$ cat config.mk
export PLATFORM = sky130hd
export DESIGN_NAME = mc_sequencer
export DESIGN_NICKNAME = d
export VERILOG_FILES = /design/src/rtl/mips_ctrl_pkg.sv /design/src/rtl/mc_opdecode.sv /design/src/rtl/mc_sequencer.sv
export SDC_FILE = /design/constraint.sdc
export NUM_CORES = 1
export LEC_CHECK = 0
export CORE_MARGIN = 3
export CORE_UTILIZATION = 41
export CTS_CLUSTER_DIAMETER = 60
export DETAILED_ROUTE_END_ITERATION = 10
export PLACE_DENSITY = 0.84
export SKIP_CTS_REPAIR_TIMING = 1
export SLEW_MARGIN = 10
export SYNTH_ARGS = -nofsm -noshare
export SYNTH_HDL_FRONTEND = slang
export SYNTH_HIERARCHICAL = 1
export SYNTH_SLANG_ARGS = --single-unit
$ cat constraint.sdc
create_clock -name clk -period 6.55 [get_ports clk]
set_input_delay 0.9825 -clock clk [delete_from_list [all_inputs] [get_ports clk]]
set_output_delay 0.9825 -clock clk [all_outputs]
set_load 0.1 [all_outputs]
$ cat src/rtl/mips_ctrl_pkg.sv
// Shared encodings for the multi-cycle MIPS control path: sequencer states,
// opcode/funct constants, instruction classes and datapath select codes.
package mips_ctrl_pkg;

    typedef enum logic [3:0] {
        ST_IDLE     = 4'd0,
        ST_FETCH    = 4'd1,
        ST_DECODE   = 4'd2,
        ST_EXEC_R   = 4'd3,
        ST_R_WB     = 4'd4,
        ST_EXEC_I   = 4'd5,
        ST_I_WB     = 4'd6,
        ST_MEM_ADDR = 4'd7,
        ST_MEM_RD   = 4'd8,
        ST_LW_WB    = 4'd9,
        ST_MEM_WR   = 4'd10,
        ST_BRANCH   = 4'd11,
        ST_JUMP     = 4'd12,
        ST_HALT     = 4'd13
    } state_e;

    localparam logic [5:0] OPC_RTYPE = 6'b000000;
    localparam logic [5:0] OPC_ADDI  = 6'b001000;
    localparam logic [5:0] OPC_LW    = 6'b100011;
    localparam logic [5:0] OPC_SW    = 6'b101011;
    localparam logic [5:0] OPC_BEQ   = 6'b000100;
    localparam logic [5:0] OPC_BNE   = 6'b000101;
    localparam logic [5:0] OPC_J     = 6'b000010;
    localparam logic [5:0] FN_ADD    = 6'b100000;

    typedef enum logic [2:0] {
        CLS_R       = 3'd0,
        CLS_ADDI    = 3'd1,
        CLS_LW      = 3'd2,
        CLS_SW      = 3'd3,
        CLS_BEQ     = 3'd4,
        CLS_BNE     = 3'd5,
        CLS_J       = 3'd6,
        CLS_ILLEGAL = 3'd7
    } op_class_e;

    localparam logic [1:0] ALU_ADD      = 2'b00;
    localparam logic [1:0] ALU_SUB      = 2'b01;
    localparam logic [1:0] ALU_FUNCT    = 2'b10;

    localparam logic [1:0] SRCB_RT      = 2'b00;
    localparam logic [1:0] SRCB_FOUR    = 2'b01;
    localparam logic [1:0] SRCB_IMM     = 2'b10;
    localparam logic [1:0] SRCB_IMM_SH2 = 2'b11;

    localparam logic [1:0] PCSRC_ALU    = 2'b00;
    localparam logic [1:0] PCSRC_ALUOUT = 2'b01;
    localparam logic [1:0] PCSRC_JUMP   = 2'b10;

    typedef struct packed {
        logic       pc_we;
        logic       ir_we;
        logic       mem_read;
        logic       mem_write;
        logic       reg_write;
        logic       i_or_d;
        logic       reg_dst;
        logic       mem_to_reg;
        logic       alu_src_a;
        logic [1:0] alu_src_b;
        logic [1:0] alu_op;
        logic [1:0] pc_src;
        logic       retire;
        logic       halt;
    } ctrl_t;

endpackage

$ cat src/rtl/mc_opdecode.sv
// Combinational classification of opcode/funct into instruction classes.
// Any R-type other than add is treated as illegal.
module mc_opdecode
    import mips_ctrl_pkg::*;
(
    input  logic [5:0] opcode,
    input  logic [5:0] funct,
    output op_class_e  op_class
);

    // Opcode/funct to instruction class lookup
    always_comb begin
        op_class = CLS_ILLEGAL;
        case (opcode)
            OPC_RTYPE: begin
                if (funct == FN_ADD) begin
                    op_class = CLS_R;
                end else begin
                    op_class = CLS_ILLEGAL;
                end
            end
            OPC_ADDI: op_class = CLS_ADDI;
            OPC_LW:   op_class = CLS_LW;
            OPC_SW:   op_class = CLS_SW;
            OPC_BEQ:  op_class = CLS_BEQ;
            OPC_BNE:  op_class = CLS_BNE;
            OPC_J:    op_class = CLS_J;
            default:  op_class = CLS_ILLEGAL;
        endcase
    end

endmodule

$ cat src/rtl/mc_sequencer.sv
// Multi-cycle Moore control sequencer: steps the shared datapath through
// fetch/decode/execute/memory/write-back, absorbs memory waits, traps illegals.
module mc_sequencer
    import mips_ctrl_pkg::*;
(
    input  logic       clk,
    input  logic       rst_n,
    input  logic [5:0] opcode,
    input  logic [5:0] funct,
    input  logic       zero,
    input  logic       mem_ready,
    output logic       pc_we,
    output logic       ir_we,
    output logic       mem_read,
    output logic       mem_write,
    output logic       reg_write,
    output logic       i_or_d,
    output logic       reg_dst,
    output logic       mem_to_reg,
    output logic       alu_src_a,
    output logic [1:0] alu_src_b,
    output logic [1:0] alu_op,
    output logic [1:0] pc_src,
    output logic       retire,
    output logic       halt,
    output logic [3:0] state
);

    state_e    state_r;
    state_e    next_state_s;
    op_class_e op_class_s;
    ctrl_t     ctrl_s;

    mc_opdecode u_opdecode (
        .opcode   (opcode),
        .funct    (funct),
        .op_class (op_class_s)
    );

    // State register; reset drops any in-flight access immediately
    always_ff @(posedge clk or negedge rst_n) begin
        if (!rst_n) begin
            state_r <= ST_IDLE;
        end else begin
            state_r <= next_state_s;
        end
    end

    // Next-state selection
    always_comb begin
        next_state_s = state_r;
        case (state_r)
            ST_IDLE:   next_state_s = ST_FETCH;
            ST_FETCH: begin
                if (mem_ready) begin
                    next_state_s = ST_DECODE;
                end else begin
                    next_state_s = ST_FETCH;
                end
            end
            ST_DECODE: begin
                case (op_class_s)
                    CLS_R:             next_state_s = ST_EXEC_R;
                    CLS_ADDI:          next_state_s = ST_EXEC_I;
                    CLS_LW, CLS_SW:    next_state_s = ST_MEM_ADDR;
                    CLS_BEQ, CLS_BNE:  next_state_s = ST_BRANCH;
                    CLS_J:             next_state_s = ST_JUMP;
                    default:           next_state_s = ST_HALT;
                endcase
            end
            ST_EXEC_R: next_state_s = ST_R_WB;
            ST_R_WB:   next_state_s = ST_FETCH;
            ST_EXEC_I: next_state_s = ST_I_WB;
            ST_I_WB:   next_state_s = ST_FETCH;
            ST_MEM_ADDR: begin
                if (op_class_s == CLS_LW) begin
                    next_state_s = ST_MEM_RD;
                end else if (op_class_s == CLS_SW) begin
                    next_state_s = ST_MEM_WR;
                end else begin
                    next_state_s = ST_HALT;
                end
            end
            ST_MEM_RD: begin
                if (mem_ready) begin
                    next_state_s = ST_LW_WB;
                end else begin
                    next_state_s = ST_MEM_RD;
                end
            end
            ST_LW_WB:  next_state_s = ST_FETCH;
            ST_MEM_WR: begin
                if (mem_ready) begin
                    next_state_s = ST_FETCH;
                end else begin
                    next_state_s = ST_MEM_WR;
                end
            end
            ST_BRANCH: next_state_s = ST_FETCH;
            ST_JUMP:   next_state_s = ST_FETCH;
            ST_HALT:   next_state_s = ST_HALT;
            // Unused encodings trap rather than resume execution
            default:   next_state_s = ST_HALT;
        endcase
    end

    // Per-state datapath controls; anything unassigned stays 0
    always_comb begin
        ctrl_s = '0;
        case (state_r)
            ST_IDLE: ctrl_s = '0;
            ST_FETCH: begin
                ctrl_s.mem_read  = 1'b1;
                ctrl_s.i_or_d    = 1'b0;
                ctrl_s.alu_src_a = 1'b0;
                ctrl_s.alu_src_b = SRCB_FOUR;
                ctrl_s.alu_op    = ALU_ADD;
                ctrl_s.pc_src    = PCSRC_ALU;
                ctrl_s.ir_we     = mem_ready;
                ctrl_s.pc_we     = mem_ready;
            end
            ST_DECODE: begin
                ctrl_s.alu_src_a = 1'b0;
                ctrl_s.alu_src_b = SRCB_IMM_SH2;
                ctrl_s.alu_op    = ALU_ADD;
            end
            ST_EXEC_R: begin
                ctrl_s.alu_src_a = 1'b1;
                ctrl_s.alu_src_b = SRCB_RT;
                ctrl_s.alu_op    = ALU_FUNCT;
            end
            ST_R_WB: begin
                ctrl_s.reg_write = 1'b1;
                ctrl_s.reg_dst   = 1'b1;
                ctrl_s.retire    = 1'b1;
            end
            ST_EXEC_I, ST_MEM_ADDR: begin
                ctrl_s.alu_src_a = 1'b1;
                ctrl_s.alu_src_b = SRCB_IMM;
                ctrl_s.alu_op    = ALU_ADD;
            end
            ST_I_WB: begin
                ctrl_s.reg_write = 1'b1;
                ctrl_s.retire    = 1'b1;
            end
            ST_MEM_RD: begin
                ctrl_s.mem_read = 1'b1;
                ctrl_s.i_or_d   = 1'b1;
            end
            ST_LW_WB: begin
                ctrl_s.reg_write  = 1'b1;
                ctrl_s.mem_to_reg = 1'b1;
                ctrl_s.retire     = 1'b1;
            end
            ST_MEM_WR: begin
                ctrl_s.mem_write = 1'b1;
                ctrl_s.i_or_d    = 1'b1;
                ctrl_s.retire    = mem_ready;
            end
            ST_BRANCH: begin
                ctrl_s.alu_src_a = 1'b1;
                ctrl_s.alu_src_b = SRCB_RT;
                ctrl_s.alu_op    = ALU_SUB;
                ctrl_s.pc_src    = PCSRC_ALUOUT;
                ctrl_s.retire    = 1'b1;
                if (op_class_s == CLS_BEQ) begin
                    ctrl_s.pc_we = zero;
                end else if (op_class_s == CLS_BNE) begin
                    ctrl_s.pc_we = ~zero;
                end else begin
                    ctrl_s.pc_we = 1'b0;
                end
            end
            ST_JUMP: begin
                ctrl_s.pc_src = PCSRC_JUMP;
                ctrl_s.pc_we  = 1'b1;
                ctrl_s.retire = 1'b1;
            end
            ST_HALT: ctrl_s.halt = 1'b1;
            default: ctrl_s = '0;
        endcase
    end

    assign pc_we      = ctrl_s.pc_we;
    assign ir_we      = ctrl_s.ir_we;
    assign mem_read   = ctrl_s.mem_read;
    assign mem_write  = ctrl_s.mem_write;
    assign reg_write  = ctrl_s.reg_write;
    assign i_or_d     = ctrl_s.i_or_d;
    assign reg_dst    = ctrl_s.reg_dst;
    assign mem_to_reg = ctrl_s.mem_to_reg;
    assign alu_src_a  = ctrl_s.alu_src_a;
    assign alu_src_b  = ctrl_s.alu_src_b;
    assign alu_op     = ctrl_s.alu_op;
    assign pc_src     = ctrl_s.pc_src;
    assign retire     = ctrl_s.retire;
    assign halt       = ctrl_s.halt;
    assign state      = state_r;

endmodule

# ---- After elaboration in Yosys (flattened, before gate mapping)
# Cells that the tools add are included.
# W data, S select, Z words.
dict set report word_totals {
  ff_bits 4
  latchBits 0
  ramBits 0
  mem_bits_ro 0
  inputBits 16
  output_inout_bits 21
  n_memories 0
}
dict set report op_classes {
  n_addsub 0
  multipliers 0
  div_mod_pow 0
  n_lt_le_gt_ge 0
  n_eq_ne 26
  shifts 0
  mux 23
  bitwise_logic 1
  reduce_logical 11
}
# operator n
set op_table {}
lappend op_table {{$pmux W4 S8} 1}
lappend op_table {{$pmux W5 S5} 1}
lappend op_table {{$eq A4 B4 Y1 const B} 6}
lappend op_table {{$pmux W3 S7} 1}
lappend op_table {{$pmux W4 S5} 1}
lappend op_table {{$eq A6 B6 Y1 const B} 3}
lappend op_table {{$eq A4 B3 Y1 const B} 4}
lappend op_table {{$eq A6 B3 Y1 const B} 2}
lappend op_table {{$mux W1} 11}
lappend op_table {{$reduce_or A2 Y1} 5}
lappend op_table {{$eq A3 B3 Y1 const B} 3}
lappend op_table {{$mux W3} 3}
lappend op_table {{$eq A4 B2 Y1 const B} 2}
lappend op_table {{$eq A3 B2 Y1 const B} 2}
lappend op_table {{$eq A6 B2 Y1 const B} 1}
lappend op_table {{$eq A6 B4 Y1 const B} 1}
lappend op_table {{$logic_not A6 Y1} 1}
lappend op_table {{$reduce_or A6 Y1} 1}
lappend op_table {{$reduce_or A5 Y1} 1}
lappend op_table {{$eq A4 B1 Y1 const B} 1}
lappend op_table {{$logic_not A4 Y1} 1}
lappend op_table {{$mux W4} 1}
lappend op_table {{$pmux W2 S2} 1}
lappend op_table {{$eq A3 B1 Y1 const B} 1}
lappend op_table {{other kinds (6)} 6}

# ---- Logic depth before layout (Yosys ltp)
# Gate-level depths: netlist of the first run.
dict set report depth {
  word_depth 7
  ltp_mapped 7
}

# ---- Cells and area by module
# Netlist of the first run, hierarchy kept.
# mod n_inst cells_per_inst area_each_um2 seq_area_each_um2
set by_module_without_submodules {}
lappend by_module_without_submodules {mc_sequencer 1 74 500.5 100.1}
lappend by_module_without_submodules {mc_opdecode 1 21 171.4 0.0}

# ---- Least setup slack after synthesis of the first run
# Ideal clock, no wire load.
dict set report synth_timing {
  path_type {reg2out}
  startpoint {register state_r[2] (netlist: state[2])}
  endpoint {output port pc_we}
  arrival_ps 4241
  slack_ps 1327
  stages_incl_launch_ff 5
  path_buffers 1
  path_cell_list {dfrtp_1 -> buf_4 -> nand2_1 -> nor3_1 -> or3_1}
}
dict set report synth_via {
  elab_chain_cells 2
}
# item line
set synth_lines {}
lappend synth_lines {{from (decl)} mc_sequencer.sv:29} ;# state_e state_r;
lappend synth_lines {{from (signal assigned)} mc_sequencer.sv:45} ;# state_r <= next_state_s;
lappend synth_lines {{$eq A4 B4 Y1 / $eq A4 B1 Y1 (equally long branches)} mc_sequencer.sv:110} ;# case (state_r)
lappend synth_lines {{$pmux W1 S3 (*)} mc_sequencer.sv:110}
lappend synth_lines {{to (decl)} mc_sequencer.sv:12} ;# output logic pc_we,
# Mark *: on every way between the ends. The rest lies on a longest branch, timed or not.

# ---- Final worst setup path of the first run
dict set report layout_timing {
  startpoint {input port opcode[0]}
  endpoint {output port pc_we}
}
dict set report layout_via {
  elab_chain_cells 6
}
# item line
set layout_lines {}
lappend layout_lines {{from (decl)} mc_sequencer.sv:8} ;# input logic [5:0] opcode,
lappend layout_lines {{$eq A6 B2 Y1, or another cell as far along} mc_opdecode.sv:14} ;# case (opcode)
lappend layout_lines {{$pmux W3 S7 (*)} mc_opdecode.sv:14}
lappend layout_lines {{named net op_class_s[1]} mc_sequencer.sv:31} ;# op_class_e op_class_s;
lappend layout_lines {{$eq A3 B3 Y1} mc_sequencer.sv:168} ;# end else if (op_class_s == CLS_BNE) begin
lappend layout_lines {{$mux W1} mc_sequencer.sv:168}
lappend layout_lines {{$mux W1 (*)} mc_sequencer.sv:166} ;# if (op_class_s == CLS_BEQ) begin
lappend layout_lines {{$pmux W1 S3 (*)} mc_sequencer.sv:110}
# Mark *: on every way through the listed nets, which the timed path passes. The rest lies on a longest branch.

==> tab_implementation.tex, run 1 <==
\begin{tabular}{lr}
\hline
Metric & Value \\
\hline
\multicolumn{2}{l}{\textbf{Cells and area}} \\
Share of post-route cells with drive strength above 1 & 0.102 \\
Synth-to-Final Area Change & 53.4\% \\
Leading cell types in the layout, fill and taps excluded & sky130\_fd\_sc\_hd\_\_clkdlybuf4s50\_1 (36), sky130\_fd\_sc\_hd\_\_nor2\_1 (12), sky130\_fd\_sc\_hd\_\_o21ai\_0 (8), sky130\_fd\_sc\_hd\_\_nor3\_1 (8), sky130\_fd\_sc\_hd\_\_nand2\_1 (7) \\
Net count reported at finish & 145 \\
Max reg flops & 4 \\
ANT cells & 0 \\
Final non-filler cell total & 142 \\
Filler Cell Count & 130 \\
Most common cell after layout, fill and taps aside & sky130\_fd\_sc\_hd\_\_clkdlybuf4s50\_1 \\
\multicolumn{2}{l}{\textbf{Timing}} \\
Final critical-path share of the clock period & 0.781 \\
Clock skew after layout & 0.00370 ns \\
Final-report hold violation count & 0 \\
Final period demand of the worst path & 5.12 ns \\
Slew HR & 0.348 \\
Final count of pins violating max slew & 0 \\
RSZ-0062 raised after global routing & false \\
Final-layout setup total negative slack & 0 ns \\
Final-report setup violation count & 0 \\
Achievable Freq & 0.195 GHz \\
Measured slew at the worst slew-check pin & 0.975 ns \\
\multicolumn{2}{l}{\textbf{Floorplan}} \\
Die Width & 46.5 microns \\
Initial standard-cell utilization of the core & 0.475 \\
Core Rows & 13 \\
Die area & 2160 sq um \\
Floorplan die height & 46.5 microns \\
Core outline area & 1420 sq um \\
Number of top-level design ports & 37 \\
\multicolumn{2}{l}{\textbf{Status}} \\
Outcome & finished clean \\
\multicolumn{2}{l}{\textbf{Setup path}} \\
Crit path cell chain & clkdlybuf4s50\_1 -> or4\_4 -> o311ai\_1 -> and4b\_1 -> or3\_1 -> clkdlybuf4s50\_1 \\
Critical path required time & 5.57 ns \\
Data arrival time of the critical path & 4.13 ns \\
Slowest library cell on the worst path & sky130\_fd\_sc\_hd\_\_clkdlybuf4s50\_1 \\
Most used cell, CP & sky130\_fd\_sc\_hd\_\_clkdlybuf4s50\_1 \\
Worst setup SP type & input port \\
Capturing element type of the critical path & output port \\
Stage delay of the slowest cell on the critical path & 0.97 ns \\
Critical path type & input port to output port \\
Maximum fanout encountered on the critical timing path & 6 \\
\multicolumn{2}{l}{\textbf{Drt}} \\
DR WL/cell & 13.6 microns \\
Via-to-Cell Ratio & 5.75 \\
Number of DRC markers in iteration 0 & 16 \\
Via count of the routed design & 817 \\
Number of nets with antenna violations after detailed routing & 0 \\
Total detailed-routing wirelength & 1.93 mm \\
DRC violations left & 0 \\
First-pass iteration count of the detailed router & 5 \\
\multicolumn{2}{l}{\textbf{GRT}} \\
Congestion Overflow GR & 0 \\
Global-route wire length before repair & 3.13 mm \\
Tot GR Track Use & 0.194 \\
Via count of the first global-routing pass & 703 \\
Largest net degree at the start of global routing & 21 \\
Number of antenna violations at the first check in global routing & 0 \\
\multicolumn{2}{l}{\textbf{Synthesis}} \\
Synthesized-area fraction occupied by ao, oa, aoi and oai cells & 0.304 \\
Number of synthesized register bits & 4 \\
Most used DFF post-synth & sky130\_fd\_sc\_hd\_\_dfrtp\_1 \\
Synthesized netlist net count & 111 \\
Yosys Warn Count & 6 \\
Mean area per synthesized cell & 7.07 sq um \\
Netlist area before placement & 672 sq um \\
Share of flip-flops with an asynchronous set or reset after synthesis & 1.00 \\
Largest family of logic cells by synthesized area & simple AND/OR/NAND/NOR gates \\
Adder and majority gate portion of the synthesized area & 0 \\
EDFF count, synth & 0 \\
XOR/XNOR share of the synthesized area & 0.0261 \\
Mux share of post-synthesis cell area & 0.0149 \\
Post-synthesis share of cell area spent on and, or, nand and nor gates & 0.432 \\
Unique cell type count in the Yosys netlist & 43 \\
Portion of the post-synthesis area used by sequential elements & 0.149 \\
Instance count of the mapped netlist & 95 \\
\multicolumn{2}{l}{\textbf{Clock network}} \\
Clock-pin slew on the worst setup and hold paths & 0.04 ns \\
Clock Sink Count & 4 \\
Number of buffers on the longest clock path & 2 \\
TritonCTS Buffers & 3 \\
Clock insertion delay at the later pin of the skew report & 0.23 ns \\
H-tree Lvls & 1 \\
CTS tree & done \\
Library cell used as clock root buffer & sky130\_fd\_sc\_hd\_\_clkbuf\_4 \\
\multicolumn{2}{l}{\textbf{Min path}} \\
Path class of the lowest-slack min-delay path & register to register \\
\multicolumn{2}{l}{\textbf{Placed design}} \\
IO buf count & 36 \\
Cell count after placement & 139 \\
HPWL Detailed & 1.52 mm \\
Final weighted congestion of routability-driven global placement & 0.848 \\
\multicolumn{2}{l}{\textbf{Flow run}} \\
Number of max-cap violations & 0 \\
\hline
\end{tabular}
metrics by stage:
step | worst slack [ns] | instance area [sq um] | util | hold WS [ns]
after floorplan | 1.33 | 672 | - | 0.687
after global placement | 1.51 | 1010 | 0.713 | 0.871
after detailed placement | 1.44 | 1010 | 0.713 | 0.874
after CTS | 1.44 | 1030 | 0.729 | 0.892
after global routing | 1.27 | 1030 | 0.729 | 0.940
final | 1.43 | 1030 | 0.729 | 0.897
worst max-delay path: cells and delay by family:
| kind | cells | cell delay (ns) |
|---|---|---|
| buffers and inverters | 2 | 1.46 |
| and+or+nand+nor | 3 | 1.14 |
| AOI/OAI and AO/OA | 1 | 0.55 |
area by class of cell:
class,count,area [sq um],area share
Tap cell,15,18.8,0.0182
Inverter,2,7.51,0.00728
Timing Repair Buffer,36,360,0.350
Sequential cell,4,100,0.0971
Multi-Input combinational cell,82,522,0.506
Clock buffer,3,22.5,0.0218
worst paths after layout:
check,from,endpoint,slack (ns),depth (start not counted)
worst max register to register,state[0],state[0],4.97,3
worst max-delay path,opcode[0],pc_we,1.43,6
worst min register to register,state[2],state[0],0.90,2
max in group asynchronous,rst_n,state[3],5.44,1
worst min-delay path,state[2],state[0],0.90,2
min in group asynchronous,rst_n,state[0],0.95,1
routing by layer:
metal | global-route usage | wire length, microns | up-vias | share of wire
li1 | - | - | 414 | -
met1 | 0.267 | 841 | 364 | 0.44
met2 | 0.316 | 914 | 37 | 0.47
met3 | 0.0313 | 146 | 2 | 0.076
met4 | 0.0398 | 22 | 0 | 0.011
met5 | 0 | 0 | - | 0
logic make-up (layout without fill, tap and decap cells):
logic type,Yosys count,count (layout)
AND/OR/NAND/NOR,51,51
AO/OA/AOI/OAI,28,28
buffers and inverters,9,41
flip-flops,4,4
XOR/XNOR,2,2
multiplexers,1,1
cell usage after synthesis (2+ instances only):
master / instances / share of area
sky130_fd_sc_hd__nor2_1: 12 / 0.067
sky130_fd_sc_hd__nor3_1: 8 / 0.060
sky130_fd_sc_hd__o21ai_0: 8 / 0.060
sky130_fd_sc_hd__nand2_1: 7 / 0.039
sky130_fd_sc_hd__a21oi_1: 6 / 0.045
sky130_fd_sc_hd__nand2b_1: 5 / 0.047
sky130_fd_sc_hd__nor2b_1: 5 / 0.047
sky130_fd_sc_hd__buf_2: 4 / 0.030
sky130_fd_sc_hd__dfrtp_1: 4 / 0.15
sky130_fd_sc_hd__and2_2: 2 / 0.022
sky130_fd_sc_hd__or4_1: 2 / 0.022
Power of run 1 is left out: the tool's default activity adds up to more than one toggle a clock period on the data nets, which glitch-free logic cannot reach.
==> inputs of run 2 (changes only) <==
--- a/config.mk
+++ b/config.mk
@@ -6,10 +6,10 @@
 export NUM_CORES = 1
 export LEC_CHECK = 0
 export CORE_MARGIN = 3
-export CORE_UTILIZATION = 41
+export CORE_UTILIZATION = 34
 export CTS_CLUSTER_DIAMETER = 60
 export DETAILED_ROUTE_END_ITERATION = 10
-export PLACE_DENSITY = 0.84
+export PLACE_DENSITY = 0.75
 export SKIP_CTS_REPAIR_TIMING = 1
 export SLEW_MARGIN = 10
 export SYNTH_ARGS = -nofsm -noshare
==> constraint.sdc (replaced) <==
create_clock -name clk -period 4.35 [get_ports clk]
set_input_delay 0.6525 -clock clk [delete_from_list [all_inputs] [get_ports clk]]
set_output_delay 0.6525 -clock clk [all_outputs]
set_load 0.1 [all_outputs]
==> run 2 against run 1 <==
Net effect:
- via count is 2.2% higher
- cell count is 7.0% higher
- first-iteration DRC count stayed put
- non-clock buffer count stayed put
- count of clock-buffer cells in the layout stayed put
- register-to-register slack worse by 2.2 ns
- utilization is 14 points lower
- highest routed layer is now met3
- critical endpoint unchanged
- critical path type unchanged
==> tab_implementation.tex, run 2 (same netlist as run 1, synthesis figures left out) <==
\begin{tabular}{lr}
\hline
Metric & Value \\
\hline
\multicolumn{2}{l}{\textbf{Drt}} \\
Number of nets with antenna violations after detailed routing & 0 \\
Via count of the routed design & 835 \\
First-pass iteration count of the detailed router & 4 \\
Number of DRC markers in iteration 0 & 16 \\
Total detailed-routing wirelength & 1.89 mm \\
DR WL/cell & 12.4 microns \\
DRC violations left & 0 \\
Via-to-Cell Ratio & 5.49 \\
\multicolumn{2}{l}{\textbf{Cells and area}} \\
Synth-to-Final Area Change & 56.8\% \\
Share of post-route cells with drive strength above 1 & 0.134 \\
ANT cells & 0 \\
Net count reported at finish & 145 \\
Max reg flops & 4 \\
Leading cell types in the layout, fill and taps excluded & sky130\_fd\_sc\_hd\_\_clkdlybuf4s50\_1 (33), sky130\_fd\_sc\_hd\_\_nor2\_1 (12), sky130\_fd\_sc\_hd\_\_o21ai\_0 (8) \\
Final non-filler cell total & 152 \\
Most common cell after layout, fill and taps aside & sky130\_fd\_sc\_hd\_\_clkdlybuf4s50\_1 \\
\multicolumn{2}{l}{\textbf{Timing}} \\
Achievable Freq & 0.270 GHz \\
Clock skew after layout & 0.00201 ns \\
Measured slew at the worst slew-check pin & 0.981 ns \\
Final-layout setup total negative slack & 0 ns \\
Slew HR & 0.344 \\
Final-report hold violation count & 0 \\
Worst slack on hold paths & 0.620 ns \\
Final period demand of the worst path & 3.70 ns \\
RSZ-0062 raised after global routing & false \\
Final-report setup violation count & 0 \\
Final critical-path share of the clock period & 0.851 \\
Final count of pins violating max slew & 0 \\
\multicolumn{2}{l}{\textbf{Clock network}} \\
H-tree Lvls & 1 \\
Library cell used as clock root buffer & sky130\_fd\_sc\_hd\_\_clkbuf\_4 \\
TritonCTS Buffers & 3 \\
Clock insertion delay at the later pin of the skew report & 0.23 ns \\
CTS tree & done \\
Clock-pin slew on the worst setup and hold paths & 0.04 ns \\
Number of buffers on the longest clock path & 2 \\
Clock Sink Count & 4 \\
\multicolumn{2}{l}{\textbf{Setup path}} \\
Data arrival time of the critical path & 3.05 ns \\
Critical path required time & 3.70 ns \\
Worst setup SP type & input port \\
Slowest library cell on the worst path & sky130\_fd\_sc\_hd\_\_or4\_4 \\
Critical path type & input port to output port \\
Stage delay of the slowest cell on the critical path & 0.58 ns \\
Crit path cell chain & clkdlybuf4s50\_1 -> or4\_4 -> o311ai\_1 -> and4b\_1 -> or3\_1 -> buf\_12 \\
Maximum fanout encountered on the critical timing path & 6 \\
Capturing element type of the critical path & output port \\
\multicolumn{2}{l}{\textbf{Placed design}} \\
Cell count after placement & 149 \\
Final weighted congestion of routability-driven global placement & 0.840 \\
HPWL Detailed & 1.52 mm \\
IO buf count & 36 \\
\multicolumn{2}{l}{\textbf{GRT}} \\
Number of antenna violations at the first check in global routing & 0 \\
Tot GR Track Use & 0.161 \\
Largest net degree at the start of global routing & 21 \\
Via count of the first global-routing pass & 766 \\
Global-route wire length before repair & 3.22 mm \\
Congestion Overflow GR & 0 \\
\multicolumn{2}{l}{\textbf{Min path}} \\
Path class of the lowest-slack min-delay path & input port to asynchronous set/reset pin \\
\multicolumn{2}{l}{\textbf{Floorplan}} \\
Die Width & 50.5 microns \\
Initial standard-cell utilization of the core & 0.373 \\
Core outline area & 1800 sq um \\
Core Rows & 15 \\
Number of top-level design ports & 37 \\
Die area & 2550 sq um \\
Floorplan die height & 50.5 microns \\
\multicolumn{2}{l}{\textbf{Status}} \\
Outcome & finished clean \\
\multicolumn{2}{l}{\textbf{Flow run}} \\
Number of max-cap violations & 0 \\
\hline
\end{tabular}
[run 2: stage by stage]
| step | utilization | setup slack (ns) | cell area, sq um |
|---|---|---|---|
| after floorplan | - | 0.128 | 677 |
| after global placement | 0.572 | 0.670 | 1030 |
| after detailed placement | 0.572 | 0.658 | 1030 |
| after CTS | 0.585 | 0.656 | 1050 |
| after global routing | 0.585 | 0.573 | 1050 |
| final | 0.585 | 0.649 | 1050 |
[run 2: area by class of cell]
cell class                      count  area (sq um)
Fill cell                         181           748
Inverter                            2          7.51
Multi-Input combinational cell     82           527
Timing Repair Buffer               36           365
Tap cell                           25          31.3
Sequential cell                     4           100
Clock buffer                        3          22.5
[run 2: path summary, 6_finish.rpt]
check | from | endpoint | slack (ns) | cells past startpoint
max in group asynchronous | rst_n | state[1] | 3.56 | 1
setup / recovery | opcode[0] | pc_we | 0.65 | 6
hold / removal | rst_n | state[2] | 0.62 | 1
hold reg to reg | state[1] | state[2] | 0.89 | 2
setup reg to reg | state[0] | state[0] | 2.74 | 3
min in group clk | state[1] | state[2] | 0.89 | 2
[run 2: worst max-delay path, delay by kind of cell]
family	cells	cell delay [ns]
AO/OA/AOI/OAI	1	0.54
buffers and inverters	2	0.67
AND/OR/NAND/NOR	3	1.19
[run 2: metal layers]
metal	GRT usage	share of wire	up-vias
li1	-	-	418
met3	0.0623	0.091	0
met2	0.278	0.45	38
met1	0.187	0.46	379
met4	0.0314	0	0
met5	0	0	-
Power of run 2 is left out for the same reason.
==> inputs of run 3 (changes only) <==
--- a/config.mk
+++ b/config.mk
@@ -10,6 +10,7 @@
 export CTS_CLUSTER_DIAMETER = 60
 export DETAILED_ROUTE_END_ITERATION = 10
 export PLACE_DENSITY = 0.75
+export SETUP_SLACK_MARGIN = 0.5
 export SKIP_CTS_REPAIR_TIMING = 1
 export SLEW_MARGIN = 10
 export SYNTH_ARGS = -nofsm -noshare
==> run 3 against run 2 <==
Net effect:
- setup slack better by 0.015 ns
- global-route usage is 0.44 points higher
- count of clock-buffer cells in the layout stayed put
- utilization is 1.3 points higher
- critical path type unchanged
- highest routed layer is now met4
- sequential cell count stayed put
- first-iteration DRC count is 6.3% lower
- final area is 2.1% higher
==> tab_implementation.tex, run 3 (same netlist as run 1, synthesis figures left out) <==
\begin{tabular}{lr}
\hline
Metric & Value \\
\hline
\multicolumn{2}{l}{\textbf{Status}} \\
Outcome & finished clean \\
\multicolumn{2}{l}{\textbf{Drt}} \\
Total detailed-routing wirelength & 1.95 mm \\
Number of DRC markers in iteration 0 & 15 \\
Via count of the routed design & 857 \\
Number of nets with antenna violations after detailed routing & 0 \\
First-pass iteration count of the detailed router & 4 \\
DR WL/cell & 12.8 microns \\
DRC violations left & 0 \\
Via-to-Cell Ratio & 5.64 \\
\multicolumn{2}{l}{\textbf{Timing}} \\
RSZ-0062 raised after global routing & false \\
Measured slew at the worst slew-check pin & 0.972 ns \\
Final critical-path share of the clock period & 0.847 \\
Final-layout setup total negative slack & 0 ns \\
Final period demand of the worst path & 3.69 ns \\
Achievable Freq & 0.271 GHz \\
Final-report hold violation count & 0 \\
Slew HR & 0.350 \\
Final-report setup violation count & 0 \\
Clock skew after layout & 0.00428 ns \\
Final count of pins violating max slew & 0 \\
\multicolumn{2}{l}{\textbf{Cells and area}} \\
Leading cell types in the layout, fill and taps excluded & sky130\_fd\_sc\_hd\_\_clkdlybuf4s50\_1 (33), sky130\_fd\_sc\_hd\_\_nor2\_1 (12), sky130\_fd\_sc\_hd\_\_nand2\_1 (7), sky130\_fd\_sc\_hd\_\_o21ai\_0 (7), sky130\_fd\_sc\_hd\_\_a21oi\_1 (6) \\
Share of post-route cells with drive strength above 1 & 0.165 \\
Max reg flops & 4 \\
ANT cells & 0 \\
Net count reported at finish & 145 \\
Synth-to-Final Area Change & 60.1\% \\
Most common cell after layout, fill and taps aside & sky130\_fd\_sc\_hd\_\_clkdlybuf4s50\_1 \\
Filler Cell Count & 181 \\
\multicolumn{2}{l}{\textbf{Flow run}} \\
Number of max-cap violations & 0 \\
\multicolumn{2}{l}{\textbf{Min path}} \\
Path class of the lowest-slack min-delay path & input port to asynchronous set/reset pin \\
\multicolumn{2}{l}{\textbf{GRT}} \\
Via count of the first global-routing pass & 790 \\
Tot GR Track Use & 0.165 \\
Number of antenna violations at the first check in global routing & 0 \\
Congestion Overflow GR & 0 \\
Global-route wire length before repair & 3.28 mm \\
Largest net degree at the start of global routing & 21 \\
\multicolumn{2}{l}{\textbf{Setup path}} \\
Critical path type & input port to output port \\
Crit path cell chain & clkdlybuf4s50\_1 -> or4b\_4 -> a31oi\_4 -> o221ai\_2 -> xor2\_1 -> and4b\_1 -> or3\_1 -> buf\_12 \\
Critical path required time & 3.70 ns \\
Capturing element type of the critical path & output port \\
Data arrival time of the critical path & 3.03 ns \\
Slowest library cell on the worst path & sky130\_fd\_sc\_hd\_\_or4b\_4 \\
Maximum fanout encountered on the critical timing path & 7 \\
CP Buf/Inv Count & 2 \\
Delay-heaviest family, CP & simple AND/OR/NAND/NOR gates \\
Stage delay of the slowest cell on the critical path & 0.57 ns \\
Worst setup SP type & input port \\
\multicolumn{2}{l}{\textbf{Floorplan}} \\
Core Rows & 15 \\
Die Width & 50.5 microns \\
Number of top-level design ports & 37 \\
Core outline area & 1800 sq um \\
Floorplan die height & 50.5 microns \\
Initial standard-cell utilization of the core & 0.373 \\
Die area & 2550 sq um \\
\multicolumn{2}{l}{\textbf{Clock network}} \\
Clock-pin slew on the worst setup and hold paths & 0.04 ns \\
Clock insertion delay at the later pin of the skew report & 0.24 ns \\
CTS tree & done \\
Library cell used as clock root buffer & sky130\_fd\_sc\_hd\_\_clkbuf\_4 \\
Clock Sink Count & 4 \\
TritonCTS Buffers & 3 \\
H-tree Lvls & 1 \\
Number of buffers on the longest clock path & 2 \\
\multicolumn{2}{l}{\textbf{Placed design}} \\
HPWL Detailed & 1.48 mm \\
Final weighted congestion of routability-driven global placement & 0.845 \\
IO buf count & 36 \\
\hline
\end{tabular}
-- run 3: area by class of cell --
class                   instances  area (sq um)  area share
inverters                       2          7.51     0.00698
well taps                      25          31.3      0.0291
multi-input cells              82           549       0.510
repair buffers                 36           365       0.340
clock buffers                   3          22.5      0.0209
flip-flops and latches          4           100      0.0930
-- run 3: metrics by stage --
stage / util / hold WS [ns] / std cells / worst slack (ns) / area [sq um]
after floorplan: - / 0.357 / 95 / 0.375 / 692
after global placement: 0.581 / 0.862 / 149 / 0.665 / 1050
after detailed placement: 0.581 / 0.862 / 149 / 0.591 / 1050
after CTS: 0.593 / 0.608 / 152 / 0.590 / 1070
after global routing: 0.597 / 0.611 / 152 / 0.578 / 1080
final: 0.597 / 0.610 / 152 / 0.664 / 1080
-- run 3: final timing paths --
| path | slack, ns | startpoint | to | cells past startpoint |
|---|---|---|---|---|
| min in group clk | 0.92 | state[2] | state[0] | 2 |
| worst max register to register | 2.74 | state[0] | state[0] | 3 |
| worst min register to register | 0.92 | state[2] | state[0] | 2 |
| worst max-delay path | 0.66 | opcode[5] | pc_we | 8 |
| worst min-delay path | 0.61 | rst_n | state[3] | 1 |
| max in group asynchronous | 3.58 | rst_n | state[2] | 1 |
-- run 3: per-layer routing --
metal,wire [microns],global-route usage,up-vias
met3,151,0.0445,4
met5,0,0,-
li1,-,-,415
met4,24,0.0673,0
met2,876,0.285,43
met1,897,0.191,395
-- run 3: worst register-to-register path, stage by stage (launching register included) --
cell	delay [ns]
sky130_fd_sc_hd__dfrtp_1	0.72
sky130_fd_sc_hd__nand2_1	0.26
sky130_fd_sc_hd__or4_1	0.45
sky130_fd_sc_hd__nand4_1	0.11
Power of run 3 is left out for the same reason.
